--- config.mk ---
export PLATFORM = sky130hd
export DESIGN_NAME = module_uart_rx_fifo
export DESIGN_NICKNAME = d
export VERILOG_FILES = /design/src/rtl/module_uart_rx_fifo.sv
export SDC_FILE = /design/constraint.sdc
export NUM_CORES = 1
export LEC_CHECK = 0
export ABC_AREA = 1
export BUFFER_PORTS_ARGS = -buffer_cell sky130_fd_sc_hd__buf_2
export CAP_MARGIN = 25
export CORE_ASPECT_RATIO = 0.5
export CORE_MARGIN = 1.5
export CORE_UTILIZATION = 56
export CTS_CLUSTER_DIAMETER = 120
export DETAILED_ROUTE_END_ITERATION = 12
export HOLD_SLACK_MARGIN = 0.02
export PLACE_DENSITY = 0.76
export SETUP_SLACK_MARGIN = 0.5
export SYNTH_ARGS = -nofsm -noshare
export SYNTH_HDL_FRONTEND = slang
export SYNTH_SLANG_ARGS = --single-unit
export TNS_END_PERCENT = 50
--- constraint.sdc ---
create_clock -name clk_i -period 1.7 [get_ports clk_i]
set_input_delay 0.17 -clock clk_i [delete_from_list [all_inputs] [get_ports clk_i]]
set_output_delay 0.17 -clock clk_i [all_outputs]
set_load 0.02 [all_outputs]
--- src/rtl/module_uart_rx_fifo.sv ---
// UART receiver (8 data bits, LSB first) feeding a first-word-fall-through byte FIFO.
// Define UART_RX_PARITY_EN to expect an even-parity bit between the data bits and the stop bit.
module module_uart_rx_fifo #(
    parameter int unsigned CLK_HZ = 10000000,
    parameter int unsigned BAUD   = 115200,
    parameter int unsigned DEPTH  = 8
) (
    input  logic                     clk_i,
    input  logic                     rst_i,
    input  logic                     rx_i,
    input  logic                     rd_i,
    input  logic                     clr_err_i,
    output logic [7:0]               data_o,
    output logic                     empty_o,
    output logic                     full_o,
    output logic [$clog2(DEPTH):0]   count_o,
    output logic                     overrun_o,
    output logic                     frame_err_o
);
    localparam int unsigned CLKS_PER_BIT = CLK_HZ / BAUD;
    localparam int unsigned HALF_BIT     = CLKS_PER_BIT / 2;
    localparam int unsigned AW           = $clog2(DEPTH);
    localparam int unsigned CW           = AW + 1;
    localparam int unsigned TW           = $clog2(CLKS_PER_BIT + 1);

`ifdef UART_RX_PARITY_EN
    typedef enum logic [2:0] {IDLE, START, DATA, PARITY, STOP} state_t;
`else
    typedef enum logic [2:0] {IDLE, START, DATA, STOP} state_t;
`endif

    state_t          state;
    logic            rx_meta;
    logic            rx_s;
    logic            rx_d;
    logic [TW-1:0]   tmr;
    logic [2:0]      bit_idx;
    logic [7:0]      shreg;
    logic            push;
    logic [7:0]      push_data;
    logic            bit_done_c;
    logic            stop_err_c;
`ifdef UART_RX_PARITY_EN
    logic            par_err;
`endif

    logic [7:0]      mem [DEPTH];
    logic [AW-1:0]   wr_ptr;
    logic [AW-1:0]   rd_ptr;
    logic            do_pop_c;
    logic            do_push_c;
    logic            ovr_c;
    logic [CW-1:0]   count_next;
    logic [7:0]      data_next;

    // Two-flop synchronizer plus one delayed copy for falling-edge detection; idle level is high.
    always_ff @(posedge clk_i or negedge rst_i) begin
        if (!rst_i) begin
            rx_meta <= 1'b1;
            rx_s    <= 1'b1;
            rx_d    <= 1'b1;
        end else begin
            rx_meta <= rx_i;
            rx_s    <= rx_meta;
            rx_d    <= rx_s;
        end
    end

    assign bit_done_c = (tmr == TW'(CLKS_PER_BIT - 1));
`ifdef UART_RX_PARITY_EN
    assign stop_err_c = (state == STOP) && bit_done_c && (!rx_s || par_err);
`else
    assign stop_err_c = (state == STOP) && bit_done_c && !rx_s;
`endif

    // Receive FSM: half-bit alignment in START, then one sample per bit period.
    always_ff @(posedge clk_i or negedge rst_i) begin
        if (!rst_i) begin
            state     <= IDLE;
            tmr       <= '0;
            bit_idx   <= '0;
            shreg     <= '0;
            push      <= 1'b0;
            push_data <= '0;
`ifdef UART_RX_PARITY_EN
            par_err   <= 1'b0;
`endif
        end else begin
            push <= 1'b0;
            case (state)
                IDLE: begin
                    if (rx_d && !rx_s) begin
                        state <= START;
                        tmr   <= '0;
                    end
                end
                START: begin
                    if (tmr == TW'(HALF_BIT - 1)) begin
                        tmr     <= '0;
                        bit_idx <= '0;
                        state   <= rx_s ? IDLE : DATA;
                    end else begin
                        tmr <= tmr + TW'(1);
                    end
                end
                DATA: begin
                    if (bit_done_c) begin
                        tmr     <= '0;
                        shreg   <= {rx_s, shreg[7:1]};
                        bit_idx <= bit_idx + 3'd1;
                        if (bit_idx == 3'd7) begin
`ifdef UART_RX_PARITY_EN
                            state <= PARITY;
`else
                            state <= STOP;
`endif
                        end
                    end else begin
                        tmr <= tmr + TW'(1);
                    end
                end
`ifdef UART_RX_PARITY_EN
                PARITY: begin
                    if (bit_done_c) begin
                        tmr     <= '0;
                        par_err <= (rx_s != ^shreg);
                        state   <= STOP;
                    end else begin
                        tmr <= tmr + TW'(1);
                    end
                end
`endif
                STOP: begin
                    if (bit_done_c) begin
                        tmr       <= '0;
                        state     <= IDLE;
                        push      <= !stop_err_c;
                        push_data <= shreg;
                    end else begin
                        tmr <= tmr + TW'(1);
                    end
                end
                default: state <= IDLE;
            endcase
        end
    end

    // A push into a full FIFO only succeeds when a pop frees the head slot in the same cycle.
    assign do_pop_c  = rd_i && (count_o != '0);
    assign do_push_c = push && (!full_o || do_pop_c);
    assign ovr_c     = push && full_o && !rd_i;

    always_comb begin
        count_next = count_o;
        if (do_push_c && !do_pop_c) begin
            count_next = count_o + CW'(1);
        end else if (!do_push_c && do_pop_c) begin
            count_next = count_o - CW'(1);
        end
    end

    // Registered head byte: the next entry on a pop, the incoming byte when it lands in an empty FIFO.
    always_comb begin
        data_next = data_o;
        if (do_pop_c) begin
            if (count_o == CW'(1)) begin
                data_next = push_data;
            end else begin
                data_next = mem[rd_ptr + AW'(1)];
            end
        end else if (do_push_c && (count_o == '0)) begin
            data_next = push_data;
        end
    end

    always_ff @(posedge clk_i or negedge rst_i) begin
        if (!rst_i) begin
            for (int i = 0; i < int'(DEPTH); i++) begin
                mem[i] <= '0;
            end
            wr_ptr      <= '0;
            rd_ptr      <= '0;
            count_o     <= '0;
            empty_o     <= 1'b1;
            full_o      <= 1'b0;
            data_o      <= '0;
            overrun_o   <= 1'b0;
            frame_err_o <= 1'b0;
        end else begin
            if (do_push_c) begin
                mem[wr_ptr] <= push_data;
                wr_ptr      <= wr_ptr + AW'(1);
            end
            if (do_pop_c) begin
                rd_ptr <= rd_ptr + AW'(1);
            end
            count_o     <= count_next;
            empty_o     <= (count_next == '0);
            full_o      <= (count_next == CW'(DEPTH));
            data_o      <= data_next;
            overrun_o   <= ovr_c      ? 1'b1 : (clr_err_i ? 1'b0 : overrun_o);
            frame_err_o <= stop_err_c ? 1'b1 : (clr_err_i ? 1'b0 : frame_err_o);
        end
    end

endmodule
==> flow_summary.ini, run 1 <==
[floorplan]
core_um2 = 9510
die_h_um = 73.3
floorplan.initialDensity = 0.582
die_x_um = 144
num_io_pins = 21
fp-row-count = 25
die_area_um2 = 10500

[logic_synthesis]
synth_most_common_cell = nand2_1
synth_top_area_cell = dfrtp_1
synth_seq_cells = 118
ys_types = 30
yosys.area.top_type_share = 0.515
syn_inst = 659
ys_warn_count = 0
synthTopCellsByCount = 199 x nand2_1, 114 x dfrtp_1, 111 x o21ai_0
synth_edf_count = 0
ys_seq_area_frac = 0.534
syn_nets = 674
async_reset_ff_frac = 1.00
syn_avg_cell_area_um2 = 8.40
synth_top_flop_cell = dfrtp_1
syn_area_um2 = 5540
yosys-top-cells-area = dfrtp_1 52%, nand2_1 13%, o21ai_0 10%

[global_route]
grt_max_degree = 35
antenna_found_initial = 0
grt_pass1_vias = 4678
track_usage = 0.292
grt.overflow.total = 0
grt_pass1_wl_mm = 22.9

[sta]
relSlewSlack = 0.656
grt_setup_unrepaired = yes
fin_skew_ns = 0.00608
whs_ns = 0.119
fin_crit_sh = 1.00
tightest_slew_ns = 0.516
layout_min_cycle_time_ns = 1.70
tns_ns = -0.00394
max_clock_freq_mhz = 587
slew_violations = 0
fin_ws_ns = -0.00394
finalSetupViolCount = 1
hold_viol_final = 0

[clock_tree]
clkSinkCount = 118
clock_tree.buffer_depth = 2
cts_tree = yes
clk_pin_slew_worst_paths_ns = 0.05
cts.htree.levels = 4
cts_root_buf = clkbuf_16
insertion_delay_ns = 0.42
cts_inserted_buffers = 17

[status]
failed_checks = setup timing
status = finished with violations

[detailed_routing]
drcViolationCount = 0
vias_per_cell = 5.64
wire_per_inst_um = 17.0
wirelength_mm = 15.0
num_vias = 4955
drt_pass1_iterations = 5
ant_nets = 0
drtIter0Drc = 445

[placement]
dpl-instance-area_um2 = 6010
port_buffers = 20
hpwl_mm = 8.33
pre_cts_slack_ns = -0.0110
gp_congestion = 0.868

[min_path]
min_path_cells = 2
min-delay-path-class = in2reg

[critical_path]
arrival_ns = 2.00
r2r_cells = 10
cp-start-kind = register
end_kind = register
critPathKind = reg2reg
worst_ep_required_time_ns = 1.99
cp_max_fo = 10

[pwr]
total_power_w = 0.00773
p_per_area_nw_per_um2 = 1060
p_leak_nw = 3.45
vdd_drop_max_mv = 0.826

[final_layout]
drive_gt1_frac = 0.262
n_fill_cell = 610
fin_area_um2 = 7310
antennaDiodeCount = 0
syn2layout_area_growth_pct = 32.1
finish.net_count = 745

[job]
cap_violations = 0
-- logic make-up (layout without fill, tap and decap cells) --
kind of cell,count (synthesis),count (layout),share of synthesized area
compound gates,124,124,0.117
mux,1,1,0.00181
simple gates,322,326,0.249
fa+ha+maj,10,10,0.0226
buf+inv,74,154,0.0592
xor+xnor,10,10,0.0158
flops,118,118,0.534
-- cell usage in the layout, fill, tap and decap left out, drive strengths merged, types with 5 or more instances in the layout --
master / Yosys / routed
inv: 51 / 51
ha: 10 / 10
buf: 10 / 67
o21ai: 112 / 112
xor2: 8 / 8
nor2: 62 / 62
nand3: 41 / 41
o22ai: 5 / 5
bufinv: 0 / 6
nand2: 201 / 201
dfrtp: 114 / 114
nand4: 12 / 16
clkbuf: 12 / 20
-- repair_timing --
| item | in CTS | in global routing |
|---|---|---|
| setup endpoints to repair | 119 | 118 |
| setup buffers | 10 | 6 |
| pin swaps | 6 | 21 |
| hold endpoints to repair | 29 | 0 |
| cloned | 4 | 2 |
| hold buffers | 3 | 0 |
| resized for setup | 51 | 103 |
-- worst paths after layout --
check,end,start,slack [ns]
worst max-delay path,mem[59]$_DFFE_PN0P_,count_o[1]$_DFF_PN0_,-0.004
worst min-delay path,overrun_o$_DFFE_PN0P_,rd_i,0.12
worst max register to register,mem[59]$_DFFE_PN0P_,count_o[1]$_DFF_PN0_,-0.004
worst min register to register,rx_s$_DFF_PN1_,rx_meta$_DFF_PN1_,0.35
max in group asynchronous,empty_o$_DFF_PN1_,rst_i,0.84
min in group asynchronous,overrun_o$_DFFE_PN0P_,rst_i,0.27
-- per-stage QoR --
stage,utilization,instances
after CTS,0.736,870
final,0.769,878
after floorplan,-,659
after global placement,0.632,821
after detailed placement,0.632,821
after global routing,0.769,878
-- worst max-delay path, cell delays in order, from the launching register on --
cell,delay [ns]
dfrtp_2,0.36
inv_2,0.05
ha_4,0.18
nand2_8,0.07
nand2_8,0.06
a21oi_4,0.20
buf_12,0.17
buf_4,0.13
nand4_4,0.15
nand2_1,0.14
o21ai_2,0.06
-- flip-flops by register name (all words and copies together) (netlist names) --
signal and count:
empty_o 1, shreg 8, frame_err_o 1, rx_meta 1
tmr 7, rd_ptr 3, state 2, count_o 4
data_o 8, wr_ptr 3, overrun_o 1, bit_idx 3
full_o 1, push 1, push_data 8, rx_d 1
rx_s 1, mem 64
-- layout make-up --
| type | count | area, um^2 | area share |
|---|---|---|---|
| Sequential cell | 118 | 2960 | 0.405 |
| Multi-Input combinational cell | 471 | 2640 | 0.361 |
| Timing Repair Buffer | 70 | 651 | 0.0889 |
| Clock buffer | 20 | 467 | 0.0638 |
| Clock inverter | 12 | 221 | 0.0303 |
| Inverter | 52 | 203 | 0.0277 |
| Tap cell | 135 | 169 | 0.0231 |
-- metal layers --
layer | GRT usage | up-vias | wire (um)
met5 | 0 | - | 0
met4 | 0.149 | 0 | 428
met3 | 0.0802 | 38 | 966
met2 | 0.454 | 195 | 7130
met1 | 0.382 | 2407 | 6440
li1 | - | 2315 | -
-- power breakdown --
part / total, W / switching (W) / internal (W) / leakage, nW
clock: 0.00421 / 0.00134 / 0.00286 / 0.329
combinational: 0.000587 / 0.000384 / 0.000203 / 1.51
sequential: 0.00294 / 0.0000666 / 0.00287 / 1.61
total: 0.00773 / 0.00180 / 0.00594 / 3.45
Note: power is estimated with default switching activity, not from simulation.
==> run 2, diff against run 1 <==
Settings changed: CORE_UTILIZATION 56 to 62, PLACE_DENSITY 0.76 to 0.8.
Clock period 1.7 ns to 1.57 ns, I/O delays scaled along.
==> flow_summary.ini, run 2 (synthesis results as in run 1) <==
[status]
status = finished with violations
failed_checks = setup timing

[clock_tree]
cts_root_buf = clkbuf_16
clk_pin_slew_worst_paths_ns = 0.06
insertion_delay_ns = 0.42
cts.htree.levels = 4
clkSinkCount = 118
cts_tree = yes
cts_inserted_buffers = 17
clock_tree.buffer_depth = 2

[min_path]
worstHoldStart = rd_i
min_path_cells = 2
min-delay-path-class = in2reg

[critical_path]
crit_slowest_cell = dfrtp_2
arrival_ns = 2.14
r2r-start = count_o[0]$_DFF_PN0_
end_kind = register
worst_ep_required_time_ns = 1.88
r2r_cells = 10
critPathKind = reg2reg
crit_path_cell_trace = inv_2 -> ha_4 -> nand2_8 -> nand2_8 -> a21oi_4 -> buf_12 -> buf_12 -> buf_6 -> nand4_4 -> o21ai_0
cp-startpoint = count_o[0]$_DFF_PN0_
critical-path-max-stage-delay_ns = 0.36
cp_max_fo = 8
cp-start-kind = register

[sta]
grt_setup_unrepaired = yes
layout_min_cycle_time_ns = 1.83
slew_violations = 0
finalSetupViolCount = 70
max_clock_freq_mhz = 547
fin_ws_ns = -0.258
fin_crit_sh = 1.16
fin_skew_ns = 0.0125
hold_viol_final = 0
tightest_slew_ns = 0.624
tns_ns = -8.73
relSlewSlack = 0.584

[detailed_routing]
num_vias = 5420
drtIter0Drc = 865
ant_nets = 0
drcViolationCount = 0
wirelength_mm = 17.2
wire_per_inst_um = 19.6
vias_per_cell = 6.18
drt_pass1_iterations = 7

[final_layout]
antennaDiodeCount = 0
largest_reg_flops = 64
n_fill_cell = 357
final_common_cell = nand2_1
final_cells = 877
syn2layout_area_growth_pct = 37.7
mostFrequentLayoutCells = 149 x nand2_1, 110 x dfrtp_1, 57 x nor2_1, 57 x o21ai_1, 44 x nand2_2
drive_gt1_frac = 0.325
finish.net_count = 762
top_register = mem

[placement]
gp_congestion = 0.834
hpwl_mm = 8.46
pre_cts_slack_ns = -0.116
dp_cells = 815
port_buffers = 20

[floorplan]
fp-row-count = 24
die_x_um = 137
core_um2 = 8680
die_h_um = 69.8
num_io_pins = 21
floorplan.initialDensity = 0.638
die_area_um2 = 9540

[pwr]
vdd_drop_max_mv = 1.05
p_per_area_nw_per_um2 = 1060
total_power_w = 0.00810
p_leak_nw = 3.60

[global_route]
antenna_found_initial = 1
grt_max_degree = 43
track_usage = 0.327
grt.overflow.total = 0
grt_pass1_wl_mm = 23.5
grt_pass1_vias = 4781

[job]
cap_violations = 0
-- run 2: cell types whose count changed in the layout (fill, tap and decap cells not counted), moves of 4 or more --
cell | previous run | this run
buf_6 | 14 | 39
buf_2 | 15 | 4
nand2_1 | 170 | 149
buf_4 | 30 | 34
o21ai_0 | 41 | 36
o21ai_2 | 10 | 19
nand2_2 | 28 | 44
nand2_4 | 1 | 5
nand3_2 | 4 | 12
nand3_1 | 36 | 28
-- run 2: layer usage --
layer,up-vias,part of all wire,global-route usage
met5,-,0,0
met4,0,0.043,0.142
met3,108,0.11,0.0665
met2,389,0.47,0.518
met1,2582,0.38,0.440
li1,2341,-,-
-- run 2: final cells by class --
cell class / count / area, um^2 / area share
clock buffers: 23 / 488 / 0.0640
repair buffers: 88 / 912 / 0.120
repair inverters: 1 / 6.26 / 0.000820
clock inverters: 9 / 123 / 0.0161
well taps: 117 / 146 / 0.0192
inverters: 52 / 210 / 0.0276
flip-flops and latches: 118 / 2960 / 0.389
multi-input cells: 469 / 2780 / 0.364
-- run 2: stage by stage --
stage	cell area [um^2]	hold WS [ns]	util
6_report	7620	0.153	0.879
5_1_grt	7620	0.177	0.879
3_5_place_dp	6070	0.137	0.700
3_3_place_gp	6070	0.134	0.700
4_1_cts	7140	0.0917	0.823
2_1_floorplan	5600	-0.139	-
-- run 2: worst paths after layout --
kind | endpoint | slack (ns)
setup / recovery | mem[59]$_DFFE_PN0P_ | -0.26
hold / removal | overrun_o$_DFFE_PN0P_ | 0.15
setup reg to reg | mem[59]$_DFFE_PN0P_ | -0.26
hold reg to reg | rx_s$_DFF_PN1_ | 0.35
max in group asynchronous | rx_d$_DFF_PN1_ | 0.69
min in group asynchronous | rd_ptr[2]$_DFFE_PN0P_ | 0.24
-- run 2: power breakdown --
part           internal (W)  switching (W)
clock               0.00265        0.00139
sequential          0.00311      0.0000716
combinational      0.000361       0.000518
-- run 2: timing repair --
| item | in CTS | in global routing |
|---|---|---|
| hold endpoints to repair | 32 | 0 |
| resized for setup | 116 | 125 |
| pin swaps | 20 | 43 |
| setup endpoints to repair | 130 | 130 |
| hold buffers | 3 | 0 |
| cloned | 4 | 2 |
| setup buffers | 7 | 14 |
-- run 2: critical path: cells and delay by family, from the launching register on --
family          cells  cell delay (ns)
simple gates        3             0.31
fa+ha+maj           1             0.17
flops               1             0.36
buf+inv             4             0.38
compound gates      2             0.49
==> run 3, diff against run 2 <==
Settings changed: CORE_MARGIN 1.5 to unset.
==> flow_summary.ini, run 3 (synthesis results as in run 1) <==
[status]
status = finished with violations
failed_checks = setup timing

[sta]
finalSetupViolCount = 76
hold_viol_final = 0
max_clock_freq_mhz = 581
layout_min_cycle_time_ns = 1.72
grt_setup_unrepaired = yes
slew_violations = 0
fin_ws_ns = -0.152
tns_ns = -6.19
relSlewSlack = 0.499
fin_skew_ns = 0.00766
tightest_slew_ns = 0.751
fin_crit_sh = 1.10

[floorplan]
die_h_um = 68.8
die_area_um2 = 9330
die_x_um = 136
floorplan.initialDensity = 0.666
core_um2 = 8320
fp-row-count = 23
num_io_pins = 21

[pwr]
total_power_w = 0.00787
p_switching_w = 0.00216
pwr-share-seq = 0.405
swShare = 0.275
p_int_w = 0.00571
clockPowerShare = 0.475
vdd_drop_max_mv = 1.08
share_comb_of_total_power = 0.120
p_leak_nw = 3.52
p_per_area_nw_per_um2 = 1050

[job]
cap_violations = 0

[final_layout]
top_register = mem
drive_gt1_frac = 0.303
final_common_cell = nand2_1
n_fill_cell = 357
antennaDiodeCount = 0
largest_reg_flops = 64
syn2layout_area_growth_pct = 35.2
fin_area_um2 = 7490
finish.net_count = 751
mostFrequentLayoutCells = 158 x nand2_1, 109 x dfrtp_1, 71 x o21ai_1

[clock_tree]
cts_root_buf = clkbuf_16
cts.htree.levels = 4
clkSinkCount = 118
cts_inserted_buffers = 17
clock_tree.buffer_depth = 2
clk_pin_slew_worst_paths_ns = 0.06
insertion_delay_ns = 0.42
cts_tree = yes

[global_route]
grt.overflow.total = 0
grt_max_degree = 41
grt.busiest_layer = met2
grt_pass1_wl_mm = 24.8
grt_pass1_vias = 4942
use_met1 = 0.450
met2_usage = 0.620
track_usage = 0.364
antenna_found_initial = 0
use_met3 = 0.106

[critical_path]
worstPathBufferInverterCount = 3
crit_path_frequent_cell = nand2_8
critPathKind = reg2reg
critical-path-max-stage-delay_ns = 0.36
arrival_ns = 2.01
end_kind = register
worst_ep_required_time_ns = 1.86
cp_max_fo = 8
crit_slowest_cell = dfrtp_2
crit_path_cell_trace = inv_2 -> ha_4 -> nand2_8 -> nand2_8 -> a21oi_4 -> buf_6 -> buf_12 -> nand4_4 -> nand2_1 -> o21ai_1
cp-start-kind = register
cp_top_family = simple AND/OR/NAND/NOR gates

[placement]
hpwl_mm = 8.60
dpl-instance-area_um2 = 6080
gp_congestion = 0.859
port_buffers = 20

[detailed_routing]
wire_per_inst_um = 19.1
wirelength_mm = 16.5
drtIter0Drc = 653
ant_nets = 0
drcViolationCount = 0
num_vias = 5284
vias_per_cell = 6.14
drt_pass1_iterations = 6

[min_path]
min-delay-path-class = in2reg
[run 3: cell count changes in the layout (fill, tap and decap cells not counted), sizes merged, moves of 3 or more]
cell / delta
clkinvlp: +3
clkbuf: -5
buf: -10
clkinv: +5
[run 3: layout make-up]
type | count | area, um^2 | area share
Timing Repair Buffer | 76 | 800 | 0.107
Clock buffer | 18 | 439 | 0.0587
Multi-Input combinational cell | 471 | 2810 | 0.375
Tap cell | 112 | 140 | 0.0187
Sequential cell | 118 | 2960 | 0.396
Inverter | 52 | 209 | 0.0279
Clock inverter | 14 | 129 | 0.0172
[run 3: repair_timing]
action / 4_1_cts / 5_1_grt
hold endpoints to repair: 29 / 0
hold buffers: 2 / 0
setup buffers: 11 / 0
setup endpoints to repair: 130 / 130
resized for setup: 161 / 73
pin swaps: 34 / 23
cloned: 6 / 0
[run 3: through the flow]
stage / utilization / hold slack [ns] / std cells / setup slack [ns]
finish: 0.900 / 0.0425 / 861 / -0.152
global route: 0.900 / 0.0512 / 861 / -0.197
CTS: 0.876 / 0.0290 / 861 / -0.0718
detailed placement: 0.731 / 0.138 / 810 / -0.140
global placement: 0.731 / 0.134 / 810 / -0.0725
floorplan: - / -0.139 / 659 / -0.182
[run 3: path summary, 6_finish.rpt]
path,from,end,slack [ns],depth (start not counted)
max,count_o[1]$_DFF_PN0_,mem[35]$_DFFE_PN0P_,-0.15,10
min,clr_err_i,frame_err_o$_DFFE_PN0P_,0.04,2
max in group asynchronous,rst_i,rx_d$_DFF_PN1_,0.72,3
min in group asynchronous,rst_i,tmr[1]$_DFFE_PN0P_,0.25,2
max reg2reg,count_o[1]$_DFF_PN0_,mem[35]$_DFFE_PN0P_,-0.15,10
min reg2reg,rx_meta$_DFF_PN1_,rx_s$_DFF_PN1_,0.36,0
[run 3: per-layer routing]
metal  share of wire  wire length (um)
met5               0                 0
met2            0.49              8010
met3            0.10              1670
met4           0.027               452
met1            0.39              6350
[run 3: worst register-to-register path, stage by stage (launching register included)]
cell	delay [ns]
dfrtp_2	0.36
inv_2	0.05
ha_4	0.17
nand2_8	0.07
nand2_8	0.06
a21oi_4	0.20
buf_6	0.14
buf_12	0.12
nand4_4	0.18
nand2_1	0.16
o21ai_1	0.08
[run 3: power groups by stage]
stage               clock, W  combinational (W)  sequential, W
finish               0.00374           0.000948        0.00318
global placement           0           0.000555        0.00320
global route         0.00389            0.00102        0.00319
detailed placement         0           0.000570        0.00321
CTS                  0.00371           0.000768        0.00316
floorplan                  0           0.000284        0.00321
